`src/rtl/osc_pkg.sv`:
```
// Shared types and constants for the oscilloscope capture path.
// Holds the trigger modes, the capture FSM states and a small sizing helper.
package osc_pkg;

    typedef enum logic [1:0] {
        RISE  = 2'd0,
        FALL  = 2'd1,
        AUTO  = 2'd2,
        FORCE = 2'd3
    } trig_mode_t;

    typedef enum logic [2:0] {
        ST_IDLE      = 3'd0,
        ST_HOLDOFF   = 3'd1,
        ST_WAIT_TRIG = 3'd2,
        ST_CAPTURE   = 3'd3,
        ST_DONE      = 3'd4
    } cap_state_t;

    localparam int SAMPLE_W = 12;

    function automatic int max3(input int a, input int b, input int c);
        int m;
        m = (a > b) ? a : b;
        return (m > c) ? m : c;
    endfunction

endpackage

```
`src/rtl/adc_capture_ctrl_trigger_detect.sv`:
```
// Trigger detection: selects the trigger channel, keeps the previous sample and
// flags a level crossing, a forced trigger or an AUTO-mode timeout.
module trigger_detect
    import osc_pkg::*;
#(
    parameter int DATA_W       = SAMPLE_W,
    parameter int NUM_CH       = 2,
    parameter int AUTO_TIMEOUT = 4096,
    parameter int CNT_W        = 13,
    parameter int CH_W         = 1
) (
    input  logic                     clk,
    input  logic                     rst_n,
    input  logic                     active,
    input  logic                     sample_valid,
    input  logic [NUM_CH*DATA_W-1:0] sample,
    input  logic [CH_W-1:0]          trig_ch,
    input  logic [DATA_W-1:0]        trig_level,
    input  logic [1:0]               trig_mode,
    output logic                     trig_hit
);

    logic [DATA_W-1:0] ch_sample [NUM_CH];
    logic [DATA_W-1:0] cur_sample;
    logic [DATA_W-1:0] prev_reg;
    logic              has_prev_reg;
    logic [CNT_W-1:0]  wait_cnt_reg;
    logic              rise_edge;
    logic              fall_edge;
    logic              timeout;
    trig_mode_t        mode;

    generate
        for (genvar gi = 0; gi < NUM_CH; gi++) begin : g_ch
            assign ch_sample[gi] = sample[gi*DATA_W +: DATA_W];
        end
    endgenerate

    // Out-of-range channel numbers fall back to channel 0.
    always_comb begin
        cur_sample = ch_sample[0];
        for (int k = 1; k < NUM_CH; k++) begin
            if (trig_ch == CH_W'(k)) begin
                cur_sample = ch_sample[k];
            end
        end
    end

    assign mode      = trig_mode_t'(trig_mode);
    assign rise_edge = has_prev_reg && (prev_reg < trig_level) && (cur_sample >= trig_level);
    assign fall_edge = has_prev_reg && (prev_reg >= trig_level) && (cur_sample < trig_level);
    assign timeout   = (wait_cnt_reg >= CNT_W'(AUTO_TIMEOUT - 1));

    always_comb begin
        trig_hit = 1'b0;
        case (mode)
            RISE:    trig_hit = rise_edge;
            FALL:    trig_hit = fall_edge;
            AUTO:    trig_hit = rise_edge || timeout;
            FORCE:   trig_hit = 1'b1;
            default: trig_hit = 1'b0;
        endcase
    end

    // History and timeout restart every time the detector is re-armed.
    always_ff @(posedge clk or negedge rst_n) begin
        if (!rst_n) begin
            prev_reg     <= '0;
            has_prev_reg <= 1'b0;
            wait_cnt_reg <= '0;
        end else if (!active) begin
            has_prev_reg <= 1'b0;
            wait_cnt_reg <= '0;
        end else if (sample_valid) begin
            prev_reg     <= cur_sample;
            has_prev_reg <= 1'b1;
            if (!timeout) begin
                wait_cnt_reg <= wait_cnt_reg + 1'b1;
            end
        end
    end

endmodule

```
`src/rtl/adc_capture_ctrl.sv`:
```
// Capture controller: arms on enable, waits out holdoff, triggers, writes one
// fixed-length batch to the sample FIFO and reports ready/overflow status.
module adc_capture_ctrl
    import osc_pkg::*;
#(
    parameter int DATA_W       = SAMPLE_W,
    parameter int NUM_CH       = 2,
    parameter int BATCH_LEN    = 1024,
    parameter int HOLDOFF      = 16,
    parameter int AUTO_TIMEOUT = 4096,
    localparam int CH_W        = (NUM_CH > 1) ? $clog2(NUM_CH) : 1,
    localparam int SW          = NUM_CH * DATA_W
) (
    input  logic              i_clk,
    input  logic              i_areset_n,
    input  logic              i_capture_enable,
    input  logic              i_mock_enable,
    input  logic [1:0]        i_trig_mode,
    input  logic [CH_W-1:0]   i_trig_ch,
    input  logic [DATA_W-1:0] i_trig_level,
    input  logic              i_clear_status,
    input  logic              i_adc_valid,
    input  logic [SW-1:0]     i_adc_data,
    input  logic              i_fifo_full,
    output logic              o_fifo_wr,
    output logic [SW-1:0]     o_fifo_data,
    output logic              o_busy,
    output logic              o_triggered,
    output logic              o_batch_ready,
    output logic              o_fifo_overflow
);

    localparam int CNT_W = $clog2(max3(BATCH_LEN, HOLDOFF, AUTO_TIMEOUT) + 1);

    cap_state_t        state_reg, state_next;
    logic [CNT_W-1:0]  cnt_reg, cnt_next;
    logic              latch_cfg;
    logic              take_sample;
    logic              trig_hit;
    logic [1:0]        mode_reg;
    logic [CH_W-1:0]   ch_reg;
    logic [DATA_W-1:0] level_reg;
    logic [DATA_W-1:0] mock_cnt_reg;
    logic [SW-1:0]     mock_data;
    logic [SW-1:0]     cur_sample;
    logic              fifo_wr_reg;
    logic [SW-1:0]     fifo_data_reg;
    logic              batch_ready_reg;
    logic              overflow_reg;

    // Mock channels are the same sawtooth spread evenly across the code range.
    generate
        for (genvar gi = 0; gi < NUM_CH; gi++) begin : g_mock
            assign mock_data[gi*DATA_W +: DATA_W] =
                mock_cnt_reg + DATA_W'(gi * ((2 ** DATA_W) / NUM_CH));
        end
    endgenerate

    assign cur_sample = i_mock_enable ? mock_data : i_adc_data;

    trigger_detect #(
        .DATA_W       (DATA_W),
        .NUM_CH       (NUM_CH),
        .AUTO_TIMEOUT (AUTO_TIMEOUT),
        .CNT_W        (CNT_W),
        .CH_W         (CH_W)
    ) u_trigger_detect (
        .clk          (i_clk),
        .rst_n        (i_areset_n),
        .active       (state_reg == ST_WAIT_TRIG),
        .sample_valid (i_adc_valid),
        .sample       (cur_sample),
        .trig_ch      (ch_reg),
        .trig_level   (level_reg),
        .trig_mode    (mode_reg),
        .trig_hit     (trig_hit)
    );

    // HOLDOFF is assumed >= 1; the triggering sample is batch sample 0.
    always_comb begin
        state_next  = state_reg;
        cnt_next    = cnt_reg;
        latch_cfg   = 1'b0;
        take_sample = 1'b0;
        case (state_reg)
            ST_IDLE: begin
                state_next = ST_HOLDOFF;
                cnt_next   = '0;
                latch_cfg  = 1'b1;
            end
            ST_HOLDOFF: begin
                if (i_adc_valid) begin
                    if (cnt_reg == CNT_W'(HOLDOFF - 1)) begin
                        state_next = ST_WAIT_TRIG;
                        cnt_next   = '0;
                    end else begin
                        cnt_next = cnt_reg + 1'b1;
                    end
                end
            end
            ST_WAIT_TRIG: begin
                if (i_adc_valid && trig_hit) begin
                    take_sample = 1'b1;
                    state_next  = ST_CAPTURE;
                    cnt_next    = CNT_W'(1);
                end
            end
            ST_CAPTURE: begin
                if (i_adc_valid) begin
                    take_sample = 1'b1;
                    if (cnt_reg == CNT_W'(BATCH_LEN - 1)) begin
                        state_next = ST_DONE;
                        cnt_next   = '0;
                    end else begin
                        cnt_next = cnt_reg + 1'b1;
                    end
                end
            end
            ST_DONE: begin
                state_next = ST_HOLDOFF;
                cnt_next   = '0;
                latch_cfg  = 1'b1;
            end
            default: begin
                state_next = ST_IDLE;
                cnt_next   = '0;
            end
        endcase
        if (!i_capture_enable) begin
            state_next  = ST_IDLE;
            cnt_next    = '0;
            latch_cfg   = 1'b0;
            take_sample = 1'b0;
        end
    end

    always_ff @(posedge i_clk or negedge i_areset_n) begin
        if (!i_areset_n) begin
            state_reg       <= ST_IDLE;
            cnt_reg         <= '0;
            mode_reg        <= '0;
            ch_reg          <= '0;
            level_reg       <= '0;
            mock_cnt_reg    <= '0;
            fifo_wr_reg     <= 1'b0;
            fifo_data_reg   <= '0;
            batch_ready_reg <= 1'b0;
            overflow_reg    <= 1'b0;
        end else begin
            state_reg       <= state_next;
            cnt_reg         <= cnt_next;
            fifo_wr_reg     <= take_sample && !i_fifo_full;
            batch_ready_reg <= (state_reg == ST_DONE) && i_capture_enable;
            if (latch_cfg) begin
                mode_reg  <= i_trig_mode;
                ch_reg    <= i_trig_ch;
                level_reg <= i_trig_level;
            end
            if (i_adc_valid) begin
                mock_cnt_reg <= mock_cnt_reg + 1'b1;
            end
            if (take_sample && !i_fifo_full) begin
                fifo_data_reg <= cur_sample;
            end
            // A dropped sample outranks a same-cycle clear.
            if (take_sample && i_fifo_full) begin
                overflow_reg <= 1'b1;
            end else if (i_clear_status) begin
                overflow_reg <= 1'b0;
            end
        end
    end

    assign o_fifo_wr       = fifo_wr_reg;
    assign o_fifo_data     = fifo_data_reg;
    assign o_busy          = (state_reg != ST_IDLE);
    assign o_triggered     = (state_reg == ST_CAPTURE);
    assign o_batch_ready   = batch_ready_reg;
    assign o_fifo_overflow = overflow_reg;

endmodule

```
`config.mk`:
```
export PLATFORM = sky130hd
export DESIGN_NAME = adc_capture_ctrl
export DESIGN_NICKNAME = d
export VERILOG_FILES = /design/src/rtl/osc_pkg.sv /design/src/rtl/adc_capture_ctrl_trigger_detect.sv /design/src/rtl/adc_capture_ctrl.sv
export SDC_FILE = /design/constraint.sdc
export NUM_CORES = 1
export LEC_CHECK = 0
export CAP_MARGIN = 20
export CORE_ASPECT_RATIO = 0.8
export CORE_UTILIZATION = 40
export CTS_CLUSTER_DIAMETER = 120
export DETAILED_ROUTE_END_ITERATION = 16
export GPL_TIMING_DRIVEN = 0
export PLACE_DENSITY = 0.71
export SKIP_CTS_REPAIR_TIMING = 1
export SLEW_MARGIN = 20
export SYNTH_ARGS = -nofsm -noshare
export SYNTH_HDL_FRONTEND = slang
export SYNTH_SLANG_ARGS = --single-unit
export TNS_END_PERCENT = 10
```
`constraint.sdc`:
```
create_clock -name i_clk -period 4.35 [get_ports i_clk]
set_input_delay 0.87 -clock i_clk [delete_from_list [all_inputs] [get_ports i_clk]]
set_output_delay 0.87 -clock i_clk [all_outputs]
set_load 0.01 [all_outputs]
```
==> results by stage, run 1 <==
Drt:
- The total vias in the final route is 4,187.
- For this run, design rule violations remaining after detail routing come to 0.
- The count of nets left with antenna violations once routing finished came out at 0.
- Wires add up to 12.6 mm.
- The number of optimization iterations in the first detailed-route pass is 4.
- The initial DRC count is 275.
- Dividing the detail-routed via count by the number of cells gives 5.29.
- The routed wirelength normalized by instance count is 15.9 um.

Worst setup path:
- The worst setup path is launched from a flop.
- The sum of buffers and inverters on the critical path is 3.
- In this run the worst path has a maximum fanout of 10.
- The most prevalent standard cell on the critical path is o21ai_0.
- The setup path with the least slack is of type reg2reg.
- For this run, the slowest stage of the critical path takes 0.44 ns.
- Walking the worst path, the cells encountered are clkbuf_1 > clkbuf_2 > mux2i_1 > o21ai_0 > ha_1 > nand4_1 > o21ai_0 > a2111oi_2 > o221ai_2 > a32oi_4 > nand2_4 > buf_6 > mux2_4.
- Grouping stages by cell kind, the critical path spends the most delay in compound AO/OA/AOI/OAI gates.
- STA classifies the critical path endpoint as a flop.
- At the worst endpoint, the required time is 4.58 ns.
- The largest individual stage delay along the critical path comes from the cell o21ai_0.
- The arrival time of data at the critical path endpoint is 4.24 ns.

Clocking:
- Counting the buffers created by CTS gives 9.
- The TritonCTS clock tree is yes.
- The depth of the CTS H-tree is 3.
- CTS placed an instance of clkbuf_16 at the clock tree root.
- At the later pin of the worst-skew pair, clock insertion delay measures 0.35 ns.
- The maximum clock path buffer count is 2.
- Clock-pin slew was measured on the worst setup and hold paths at 0.06 ns.
- The tree built by TritonCTS fans out to 96 sinks.

Synthesis:
- The number of cells produced by synthesis is 527.
- The total of warnings raised by yosys is 0.
- The fraction of the yosys area taken by sequential cells is 45.6%.
- Counting flops and latches in the post-synthesis netlist gives 96.
- The mapped netlist covers 5270 um2.
- Yosys mapped the design onto 44 distinct sky130hd cell types.
- The count of flip-flops with a built-in enable after synthesis is 0.
- The synthesized area per cell is 10.0 um2.
- The total nets after synthesis is 600.
- Of all flip-flops after synthesis, the portion carrying an async set or reset was 100%.
- In the synthesized netlist the dominant register cell turns out to be dfrtp_1.

Place:
- The weighted congestion at the end of routability-driven global placement is 0.842.
- Once detailed placement completed, the half-perimeter wirelength came to 9.50 mm.
- Once placement finished, the instance area stood at 6250 um2.
- Port buffering added 73 buffers.
- The placed cell count is 776.

Floorplan:
- The starting density of the core is 41.0%.
- The die covers 13,600 um2.
- The die is 105 um tall.
- The floorplan has 37 rows.
- In this run the standard cell core region covers 12,900 um2.
- The I/O pin total is 75.
- The horizontal die dimension is 130 um.

Finish:
- The filler cells instantiated in the layout total 1,158.
- The net total in the final layout is 685.
- In the final layout, the multi-input gates occupy 2640 um2.
- For this run, the share of the core covered by cells in the final layout is 51.0%.
- The area growth from synthesis to layout is 24.4%.
- The number of antenna cells inserted is 0.
- In the layout the commonest cells are 96 x dfrtp_1, 72 x clkdlybuf4s50_1, 56 x o21ai_0.
- The count of placed standard cells in the final layout, fillers left out is 791.
- The number of flip-flops in the largest register is 24.
- In the final layout, the share of cells above drive strength 1 is 10.6%.
- The finished cells cover 6560 um2.
- The most common library cell in the layout ignoring fill and taps is dfrtp_1.
- The flip-flop and latch area is 2400 um2.

Power and ir drop:
- The cell area power density is 546 nW/um2.
- The total chip power is 0.00358 W.
- The worst-case IR drop observed on VDD is 0.321 mV.
- For this design the static power due to leakage is 3.00 nW.

STA:
- At the pin with the least slew margin, the transition time is 0.882 ns.
- The worst slew margin relative to its limit is 41.1%.
- The post-route minimum period is 4.01 ns.
- Setup repair after global routing left no endpoint under its margin.
- The max-slew violation count is 0.
- Across the routed clock network, the largest skew measured is 0.00861 ns.
- The number of failing setup endpoints in the final timing report is 0.
- The maximum clock frequency is 249 MHz.
- Hold timing on the final database bottoms out at a slack of 0.350 ns.
- The worst path uses 92.2% of the clock period.
- The total count of hold-check failures in the final report came to 0.

GRT:
- The initial antenna violation count was 0.
- The first global-routing pass estimated 20.7 mm of wire.
- The number of global-route vias before repair is 4,139.
- The global router's overall resource usage is 19.7%.
- For this run the aggregate overflow at the end of global routing stands at 0.
- Entering global routing, the biggest net connects 80 pins.

Run status:
- The run finished with clean final reports.

Min path:
- The class of the tightest hold or removal check is in2async.

Run:
- Max-cap violations in this run came to 0.
## cell type report
| type | instances | share of cell area [%] |
|---|---|---|
| multi-input cells | 375 | 40.3 |
| well taps | 175 | 3.34 |
| clock inverters | 2 | 0.572 |
| clock buffers | 13 | 4.12 |
| flip-flops and latches | 96 | 36.6 |
| inverters | 39 | 2.23 |
| plain buffers | 17 | 1.26 |
| repair buffers | 74 | 11.6 |
## synth_stat cells (11+ instances only)
cell type	n	area [um2]
nand3_1	16	80.1
nor2_1	24	90.1
mux2_4	19	285
dfrtp_1	96	2400
inv_1	39	146
clkbuf_1	11	41.3
a31oi_1	16	100
mux2_2	20	225
a21oi_1	24	120
o21ai_0	56	280
and3_1	12	75.1
mux2i_1	14	140
nand4_1	11	68.8
ha_1	27	338
nand2_1	55	206
xnor2_1	14	123
## where the power goes
group | total, W | switching (W) | internal [W]
sequential | 0.00133 | 0.000178 | 0.00115
clock | 0.000822 | 0.000332 | 0.000490
combinational | 0.00143 | 0.000711 | 0.000716
total | 0.00358 | 0.00122 | 0.00236
## logic make-up (layout without fill, tap and decap cells)
kind of cell	count (synthesis)	in the layout	share of synthesized area, %
compound gates	117	117	13.4
xor+xnor	21	21	3.49
fa+ha+maj	27	27	6.41
buf+inv	56	145	4.32
flops	96	96	45.6
mux	53	53	12.3
simple gates	157	157	14.5
## path summary, 6_finish.rpt
kind	cells after the start	start	slack [ns]	to
max	13	ch_reg$_DFFE_PN0P_	0.34	o_fifo_data[5]$_DFFE_PN0P_
min	1	i_areset_n	0.35	level_reg[9]$_DFFE_PN0P_
max reg2reg	13	ch_reg$_DFFE_PN0P_	0.34	o_fifo_data[5]$_DFFE_PN0P_
min reg2reg	1	mock_cnt_reg[7]$_DFFE_PN0P_	0.50	mock_cnt_reg[7]$_DFFE_PN0P_
max in group asynchronous	2	i_areset_n	3.38	u_trigger_detect.wait_cnt_reg[0]$_DFFE_PN0P_
min in group i_clk	1	mock_cnt_reg[7]$_DFFE_PN0P_	0.50	mock_cnt_reg[7]$_DFFE_PN0P_
## metrics by stage
step | setup WS, ns | setup TNS (ns)
after global routing | 0.125 | 0
after floorplan | 0.716 | 0
after CTS | 0.139 | 0
final | 0.338 | 0
after detailed placement | 0.0147 | 0
after global placement | -1.12 | -107.25
## routing by layer
metal	track usage, %	wire length, um	up-vias
li1	-	-	2027
met1	28.7	6320	2044
met2	29.3	5520	105
met3	4.51	620	11
met4	5.25	112	0
met5	0	0	-
No activity file was read; power rests on OpenSTA's default activity.
==> run 2: changes to the inputs <==
--- a/config.mk
+++ b/config.mk
@@ -13,7 +13,7 @@
 export GPL_TIMING_DRIVEN = 0
 export PLACE_DENSITY = 0.71
 export SKIP_CTS_REPAIR_TIMING = 1
-export SLEW_MARGIN = 20
+export SLEW_MARGIN = 10
 export SYNTH_ARGS = -nofsm -noshare
 export SYNTH_HDL_FRONTEND = slang
 export SYNTH_SLANG_ARGS = --single-unit
==> run 2 against run 1 <==
Cell area hardly changed; power decreased by 0.34%; clock power down 1%; critical path type is now in2reg; critical path depth fell by 1; largest cell class unchanged.
==> results by stage, run 2 (synthesis gave the netlist of run 1 again) <==
Run status:
- Outcome: finished clean (unchanged).

Floorplan:
- The vertical die dimension is 105 um (unchanged).
- The starting density of the core is 41.0% (unchanged).
- The floorplan row count is 37 (unchanged).
- The horizontal die dimension came to 130 um (unchanged).
- The I/O pin total is 75 (unchanged).
- The core area is 12,900 um2 (unchanged).
- The floorplan die area was 13,600 um2 (unchanged).

GRT:
- The first-pass GRT wire length is 20.7 mm (about the same).
- The global-route congestion overflow total was 0 (unchanged).
- The initial antenna violation count came to 0 (unchanged).
- The global router's overall resource usage is 19.7% (about the same).
- The largest net degree at the start of global routing is 57 (was 80).
- The number of global-route vias before repair is 4,141 (was 4,139).

Finish:
- The number of flip-flops in the largest register came to 24 (unchanged).
- The area taken by multi-input logic gates is 2640 um2 (unchanged).
- The flip-flop and latch area is 2400 um2 (unchanged).
- The area growth from synthesis to layout is 24.3% (was 24.4%).
- The most common library cell in the layout ignoring fill and taps is dfrtp_1 (unchanged).
- The number of antenna cells inserted came to 0 (unchanged).
- The filler cell count in the final layout was 1,152 (was 1,158).
- The final design utilization is 50.9% (was 51.0%).
- The count of placed standard cells in the final layout, fillers left out was 791 (unchanged).
- The layout cell share with drive strength beyond 1 is 10.6% (unchanged).
- Most used cells in the layout excluding fill and tap cells: 96 x dfrtp_1, 72 x clkdlybuf4s50_1, 56 x o21ai_0 (unchanged).
- The net total in the final layout came to 685 (unchanged).
- The final cell area excluding filler cells is 6560 um2 (about the same).

Clocking:
- The number of sinks on the clock net was 96 (unchanged).
- The clock buffer count from CTS was 9 (unchanged).
- The depth of the CTS H-tree is 3 (unchanged).
- The TritonCTS clock tree is yes (unchanged).
- The clock root buffer master is clkbuf_16 (unchanged).
- The maximum clock path buffer count is 2 (unchanged).
- The clock slew seen by the registers of the worst setup and hold paths came to 0.06 ns (about the same).
- The clock insertion delay at the later pin of the skew report is 0.34 ns (was 0.35 ns).

STA:
- The slew of the pin with the lowest slew margin is 0.911 ns (was 0.882 ns).
- The total count of hold-check failures in the final report is 0 (unchanged).
- The post-route clock skew came to 0.00753 ns (was 0.00861 ns).
- RSZ-0062 raised after global routing: false (unchanged).
- The maximum clock frequency is 249 MHz (about the same).
- The final cycle utilization of the critical path is 92.4% (was 92.2%).
- The worst slew margin relative to its limit is 39.1% (was 41.1%).
- The post-route minimum period is 4.02 ns (was 4.01 ns).
- The number of failing setup endpoints in the final timing report was 0 (unchanged).
- The max-slew violation count came to 0 (unchanged).

Worst setup path:
- The slowest library cell on the worst path is a2111oi_2 (was o21ai_0).
- The critical path's largest stage delay is 0.46 ns (was 0.44 ns).
- The type of origin of the critical path is an input port (was flop).
- The most prevalent standard cell on the critical path is clkbuf_1 (was o21ai_0).
- Critical path cell sequence: clkbuf_1 > clkbuf_1 > o21ai_0 > ha_1 > a21oi_1 > nand2_1 > a2111oi_2 > o221ai_2 > a32oi_4 > nand2_4 > buf_6 > mux2_4 (was clkbuf_1 > clkbuf_2 > mux2i_1 > o21ai_0 > ha_1 > nand4_1 > o21ai_0 > a2111oi_2 > o221ai_2 > a32oi_4 > nand2_4 > buf_6 > mux2_4).
- The category of the critical setup timing path is in2reg (was reg2reg).
- The arrival time of data at the critical path endpoint is 4.24 ns (about the same).
- The biggest fanout along the worst timing path is 10 (unchanged).
- The data required time of the worst path is 4.57 ns (was 4.58 ns).
- The kind of end point of the critical path is a flop (unchanged).

Power and ir drop:
- The cell area power density is 544 nW/um2 (was 546 nW/um2).
- The clock network fraction of total power is 22.8% (was 23.0%).
- The net switching fraction of the power is 33.9% (was 34.1%).
- The leakage power total is 3.00 nW (about the same).
- The share of total power in sequential cells is 37.3% (was 37.2%).
- The total chip power is 0.00357 W (was 0.00358 W).
- The maximum vdd drop was 0.271 mV (was 0.321 mV).
- The power spent charging and discharging nets came to 0.00121 W (was 0.00122 W).
- The cell-internal power came to 0.00236 W (about the same).
- The portion of total power attributed to combinational logic was 40.0% (was 39.9%).

Drt:
- The routed wirelength normalized by instance count is 15.8 um (was 15.9 um).
- The via count normalized by instance count is 5.32 (was 5.29).
- The total vias in the final route is 4,205 (was 4,187).
- The initial DRC count is 401 (was 275).
- The remaining routing DRC violations is 0 (unchanged).
- The post-detailed-route count of antenna-violating nets is 0 (unchanged).
- The total wire length after detailed routing is 12.5 mm (was 12.6 mm).
- The number of optimization iterations in the first detailed-route pass is 5 (was 4).

Place:
- The detailed placer's ending HPWL is 9.53 mm (was 9.50 mm).
- The weighted congestion at the end of routability-driven global placement is 0.842 (unchanged).
- The instance area after placement is 6250 um2 (about the same).
- The placed cell count is 776 (unchanged).
- The count of buffers from port buffering is 73 (unchanged).

Run:
- The number of violations of the max-capacitance limit was 0 (unchanged).

Min path:
- The class of the tightest hold or removal check is reg2reg (was in2async).
## run 2: area by class of cell
| class | count | area share, % |
|---|---|---|
| plain buffers | 17 | 1.26 |
| clock buffers | 13 | 4.12 |
| clock inverters | 2 | 0.573 |
| inverters | 39 | 2.23 |
| multi-input cells | 375 | 40.3 |
| flip-flops and latches | 96 | 36.6 |
| well taps | 175 | 3.34 |
| repair buffers | 74 | 11.5 |
## run 2: routing by layer
metal | part of all wire (%) | GRT usage, % | routed length (um)
met1 | 51 | 29.4 | 6350
met2 | 44 | 29.0 | 5460
met3 | 4.7 | 3.89 | 590
met4 | 1.0 | 4.68 | 131
met5 | 0 | 0 | 0
## run 2: through the flow
stage	hold WS [ns]	setup slack (ns)	setup TNS, ns
after floorplan	0.450	0.716	0
after global placement	0.466	-1.12	-107.25
after detailed placement	0.487	0.0182	0
after CTS	0.499	0.126	0
after global routing	0.532	0.125	0
final	0.499	0.331	0
## run 2: power by group through the flow
| stage | Clock, W | Sequential [W] | Combinational, W |
|---|---|---|---|
| floorplan | 0 | 0.00134 | 0.000881 |
| global placement | 0 | 0.00133 | 0.00137 |
| detailed placement | 0 | 0.00134 | 0.00143 |
| CTS | 0.000831 | 0.00133 | 0.00144 |
| global route | 0.000862 | 0.00136 | 0.00159 |
| finish | 0.000812 | 0.00133 | 0.00143 |
## run 2: worst max-delay path: cells and delay by family
kind	cells	cell delay, ns
AOI/OAI and AO/OA	5	1.46
buffers and inverters	3	0.97
adders and majority gates	1	0.40
muxes	1	0.30
and+or+nand+nor	2	0.21
## run 2: final timing paths
kind                                                   from                                      endpoint  slack, ns  depth (start not counted)
worst max register to register           ch_reg$_DFFE_PN0P_                    o_fifo_data[5]$_DFFE_PN0P_       0.36                         13
worst min-delay path            mock_cnt_reg[9]$_DFFE_PN0P_                   mock_cnt_reg[9]$_DFFE_PN0P_       0.50                          1
worst min register to register  mock_cnt_reg[9]$_DFFE_PN0P_                   mock_cnt_reg[9]$_DFFE_PN0P_       0.50                          1
max in group asynchronous                        i_areset_n  u_trigger_detect.wait_cnt_reg[1]$_DFFE_PN0P_       3.18                          2
min in group asynchronous                        i_areset_n                      level_reg[4]$_DFFE_PN0P_       0.51                          1
worst max-delay path                          i_mock_enable                    o_fifo_data[5]$_DFFE_PN0P_       0.33                         12
==> run 3: changes to the inputs <==
--- a/config.mk
+++ b/config.mk
@@ -7,11 +7,11 @@
 export LEC_CHECK = 0
 export CAP_MARGIN = 20
 export CORE_ASPECT_RATIO = 0.8
-export CORE_UTILIZATION = 40
+export CORE_UTILIZATION = 54
 export CTS_CLUSTER_DIAMETER = 120
 export DETAILED_ROUTE_END_ITERATION = 16
 export GPL_TIMING_DRIVEN = 0
-export PLACE_DENSITY = 0.71
+export PLACE_DENSITY = 0.88
 export SKIP_CTS_REPAIR_TIMING = 1
 export SLEW_MARGIN = 10
 export SYNTH_ARGS = -nofsm -noshare
==> run 3 against run 2 <==
Cell count decreased by 7.5%; die area decreased by 26%; wire length increased by 2.8%; critical path depth increased by 1; hold slack got worse by 0.041 ns; utilization increased by 19 points.
==> results by stage, run 3 (synthesis gave the netlist of run 1 again) <==
Run status:
- Outcome: finished clean (unchanged).

Clocking:
- The TritonCTS clock tree is yes (unchanged).
- The clock root buffer master is clkbuf_16 (unchanged).
- The maximum clock path buffer count is 2 (unchanged).
- The clock buffer count from CTS is 9 (unchanged).
- The depth of the CTS H-tree is 3 (unchanged).
- The number of sinks on the clock net is 96 (unchanged).
- The clock insertion delay at the later pin of the skew report is 0.34 ns (about the same).
- The clock slew seen by the registers of the worst setup and hold paths is 0.07 ns (was 0.06 ns).

GRT:
- The global-route track usage on met1 is 37.0% (was 29.4%).
- The number of global-route vias before repair was 4,421 (was 4,141).
- The global-route congestion overflow total was 0 (unchanged).
- The first-pass GRT wire length was 21.9 mm (was 20.7 mm).
- The met3 usage in global routing is 6.17% (was 3.89%).
- The global router's overall resource usage came to 27.2% (was 19.7%).
- The largest net degree at the start of global routing is 68 (was 57).
- The initial antenna violation count is 0 (unchanged).
- The met2 usage is 44.0% (was 29.0%).
- The routing layer with the top usage in global route is met2 (was met1).

Power and ir drop:
- The cell area power density came to 558 nW/um2 (was 544 nW/um2).
- The leakage power total is 3.01 nW (was 3.00 nW).
- The power spent charging and discharging nets is 0.00127 W (was 0.00121 W).
- The clock network fraction of total power is 23.0% (was 22.8%).
- The share of total power in sequential cells came to 36.9% (was 37.3%).
- The cell-internal power was 0.00235 W (was 0.00236 W).
- The portion of total power attributed to combinational logic is 40.1% (was 40.0%).
- The total chip power is 0.00362 W (was 0.00357 W).
- The maximum vdd drop is 0.316 mV (was 0.271 mV).
- The net switching fraction of the power is 35.0% (was 33.9%).

STA:
- The total count of hold-check failures in the final report came to 0 (unchanged).
- The worst setup slack after layout is 0.260 ns (was 0.331 ns).
- The max-slew violation count was 0 (unchanged).
- The worst slew margin relative to its limit is 37.9% (was 39.1%).
- The number of failing setup endpoints in the final timing report came to 0 (unchanged).
- The post-route minimum period is 4.09 ns (was 4.02 ns).
- RSZ-0062 raised after global routing: false (unchanged).
- The post-route clock skew is 0.00651 ns (was 0.00753 ns).
- The setup TNS is 0 ns (unchanged).
- The maximum clock frequency is 245 MHz (was 249 MHz).
- The final cycle utilization of the critical path was 94.0% (was 92.4%).
- The slew of the pin with the lowest slew margin came to 0.929 ns (was 0.911 ns).

Worst setup path:
- The category of the critical setup timing path was reg2reg (was in2reg).
- The cell depth of the worst flop-to-flop path is 13 (unchanged).
- The slowest library cell on the worst path is a2111oi_2 (unchanged).
- The endpoint of the worst register-to-register path is o_fifo_data[8]$_DFFE_PN0P_ (was o_fifo_data[5]$_DFFE_PN0P_).
- The data required time of the worst path is 4.58 ns (was 4.57 ns).
- The critical path endpoint is o_fifo_data[8]$_DFFE_PN0P_ (was o_fifo_data[5]$_DFFE_PN0P_).
- The critical path's largest stage delay is 0.47 ns (was 0.46 ns).
- The kind of end point of the critical path is a flop (unchanged).
- The type of origin of the critical path was a flop (was input port).
- The register-to-register path setup slack is 0.26 ns (was 0.36 ns).
- The biggest fanout along the worst timing path was 10 (unchanged).
- The most prevalent standard cell on the critical path is o21ai_0 (was clkbuf_1).
- The beginning of the worst register-to-register path is ch_reg$_DFFE_PN0P_ (unchanged).
- The arrival time of data at the critical path endpoint is 4.32 ns (was 4.24 ns).
- Critical path cell sequence: clkbuf_1 > clkbuf_2 > mux2i_1 > o21ai_0 > ha_1 > nand4_1 > o21ai_0 > a2111oi_2 > o221ai_2 > a32oi_4 > nand2_4 > buf_6 > mux2_4 (was clkbuf_1 > clkbuf_1 > o21ai_0 > ha_1 > a21oi_1 > nand2_1 > a2111oi_2 > o221ai_2 > a32oi_4 > nand2_4 > buf_6 > mux2_4).
- The start point of the critical path was ch_reg$_DFFE_PN0P_ (was i_mock_enable).

Min path:
- The class of the tightest hold or removal check is in2async (was reg2reg).

Finish:
- The number of flip-flops in the largest register is 24 (unchanged).
- Most used cells in the layout excluding fill and tap cells: 96 x dfrtp_1, 72 x clkdlybuf4s50_1, 56 x o21ai_0 (unchanged).
- The area growth from synthesis to layout was 23.1% (was 24.3%).
- The number of antenna cells inserted came to 0 (unchanged).
- The filler cell count in the final layout is 627 (was 1,152).
- The layout cell share with drive strength beyond 1 was 10.9% (was 10.6%).
- The net total in the final layout is 685 (unchanged).
- The most common library cell in the layout ignoring fill and taps is dfrtp_1 (unchanged).

Floorplan:
- The starting density of the core is 56.9% (was 41.0%).
- The floorplan die area came to 10,200 um2 (was 13,600 um2).
- The horizontal die dimension was 112 um (was 130 um).
- The core area is 9270 um2 (was 12,900 um2).
- The I/O pin total is 75 (unchanged).
- The vertical die dimension came to 90.4 um (was 105 um).
- The floorplan row count is 31 (was 37).

Drt:
- The total vias in the final route came to 4,383 (was 4,205).
- The total wire length after detailed routing was 12.9 mm (was 12.5 mm).
- The remaining routing DRC violations was 0 (unchanged).
- The via count normalized by instance count is 5.99 (was 5.32).
- The initial DRC count is 266 (was 401).
- The number of optimization iterations in the first detailed-route pass is 5 (unchanged).
- The routed wirelength normalized by instance count is 17.6 um (was 15.8 um).
- The post-detailed-route count of antenna-violating nets came to 0 (unchanged).

Place:
- The weighted congestion at the end of routability-driven global placement was 0.894 (was 0.842).
- The detailed placer's ending HPWL was 9.42 mm (was 9.53 mm).
- The count of buffers from port buffering is 73 (unchanged).
- The post-placement worst setup slack is 0.0485 ns (was 0.0182 ns).

Run:
- The number of violations of the max-capacitance limit is 0 (unchanged).
[run 3: cell count changes in the layout (fill, tap and decap cells not counted), sizes merged]
cell    delta
clkbuf     -2
clkinv     +2
inv        +1
[run 3: area by class of cell]
cell class              count  area [um2]  area share [%]
inverters                  39         146            2.26
plain buffers              17        82.6            1.27
clock buffers              11         253            3.89
repair buffers             74         756            11.6
multi-input cells         375        2640            40.7
flip-flops and latches     96        2400            37.0
clock inverters             5        63.8           0.983
well taps                 115         144            2.22
[run 3: power groups by stage]
| stage | Combinational, W | Clock (W) | Sequential, W |
|---|---|---|---|
| detailed placement | 0.00143 | 0 | 0.00135 |
| global route | 0.00161 | 0.000875 | 0.00137 |
| global placement | 0.00134 | 0 | 0.00133 |
| floorplan | 0.000881 | 0 | 0.00134 |
| CTS | 0.00144 | 0.000843 | 0.00133 |
| finish | 0.00145 | 0.000831 | 0.00134 |
[run 3: worst max-delay path: cells and delay by family (launching register included)]
| family | cells | cell delay [ns] |
|---|---|---|
| fa+ha+maj | 1 | 0.35 |
| mux | 2 | 0.45 |
| buf+inv | 3 | 0.97 |
| compound gates | 5 | 1.58 |
| simple gates | 2 | 0.27 |
| flops | 1 | 0.34 |
[run 3: routing by layer]
| layer | up-vias | part of all wire, % |
|---|---|---|
| met5 | - | 0 |
| met4 | 0 | 1.4 |
| met3 | 22 | 6.7 |
| met2 | 164 | 47 |
| met1 | 2158 | 45 |
| li1 | 2039 | - |
[run 3: worst min path at each step]
| stage | from | endpoint | slack (ns) | cells after the start |
|---|---|---|---|---|
| 5_1_grt | i_areset_n | u_trigger_detect.wait_cnt_reg[10]$_DFFE_PN0P_ | 0.49 | 1 |
| 6_report | i_areset_n | u_trigger_detect.wait_cnt_reg[9]$_DFFE_PN0P_ | 0.46 | 1 |
| 2_1_floorplan | u_trigger_detect.prev_reg[0]$_DFFE_PN0P_ | u_trigger_detect.prev_reg[0]$_DFFE_PN0P_ | 0.45 | 2 |
| 4_1_cts | i_areset_n | o_fifo_data[1]$_DFFE_PN0P_ | 0.46 | 1 |
| 3_5_place_dp | u_trigger_detect.prev_reg[0]$_DFFE_PN0P_ | u_trigger_detect.prev_reg[0]$_DFFE_PN0P_ | 0.48 | 2 |
| 3_3_place_gp | u_trigger_detect.prev_reg[0]$_DFFE_PN0P_ | u_trigger_detect.prev_reg[0]$_DFFE_PN0P_ | 0.47 | 2 |
[run 3: through the flow]
stage	area, um2	util [%]	instances	hold slack [ns]
6_report	6490	70.0	732	0.457
5_1_grt	6490	70.0	732	0.491
4_1_cts	6490	70.0	732	0.458
3_5_place_dp	6170	66.6	716	0.480
3_3_place_gp	6150	66.3	715	0.471
2_1_floorplan	5270	-	527	0.450
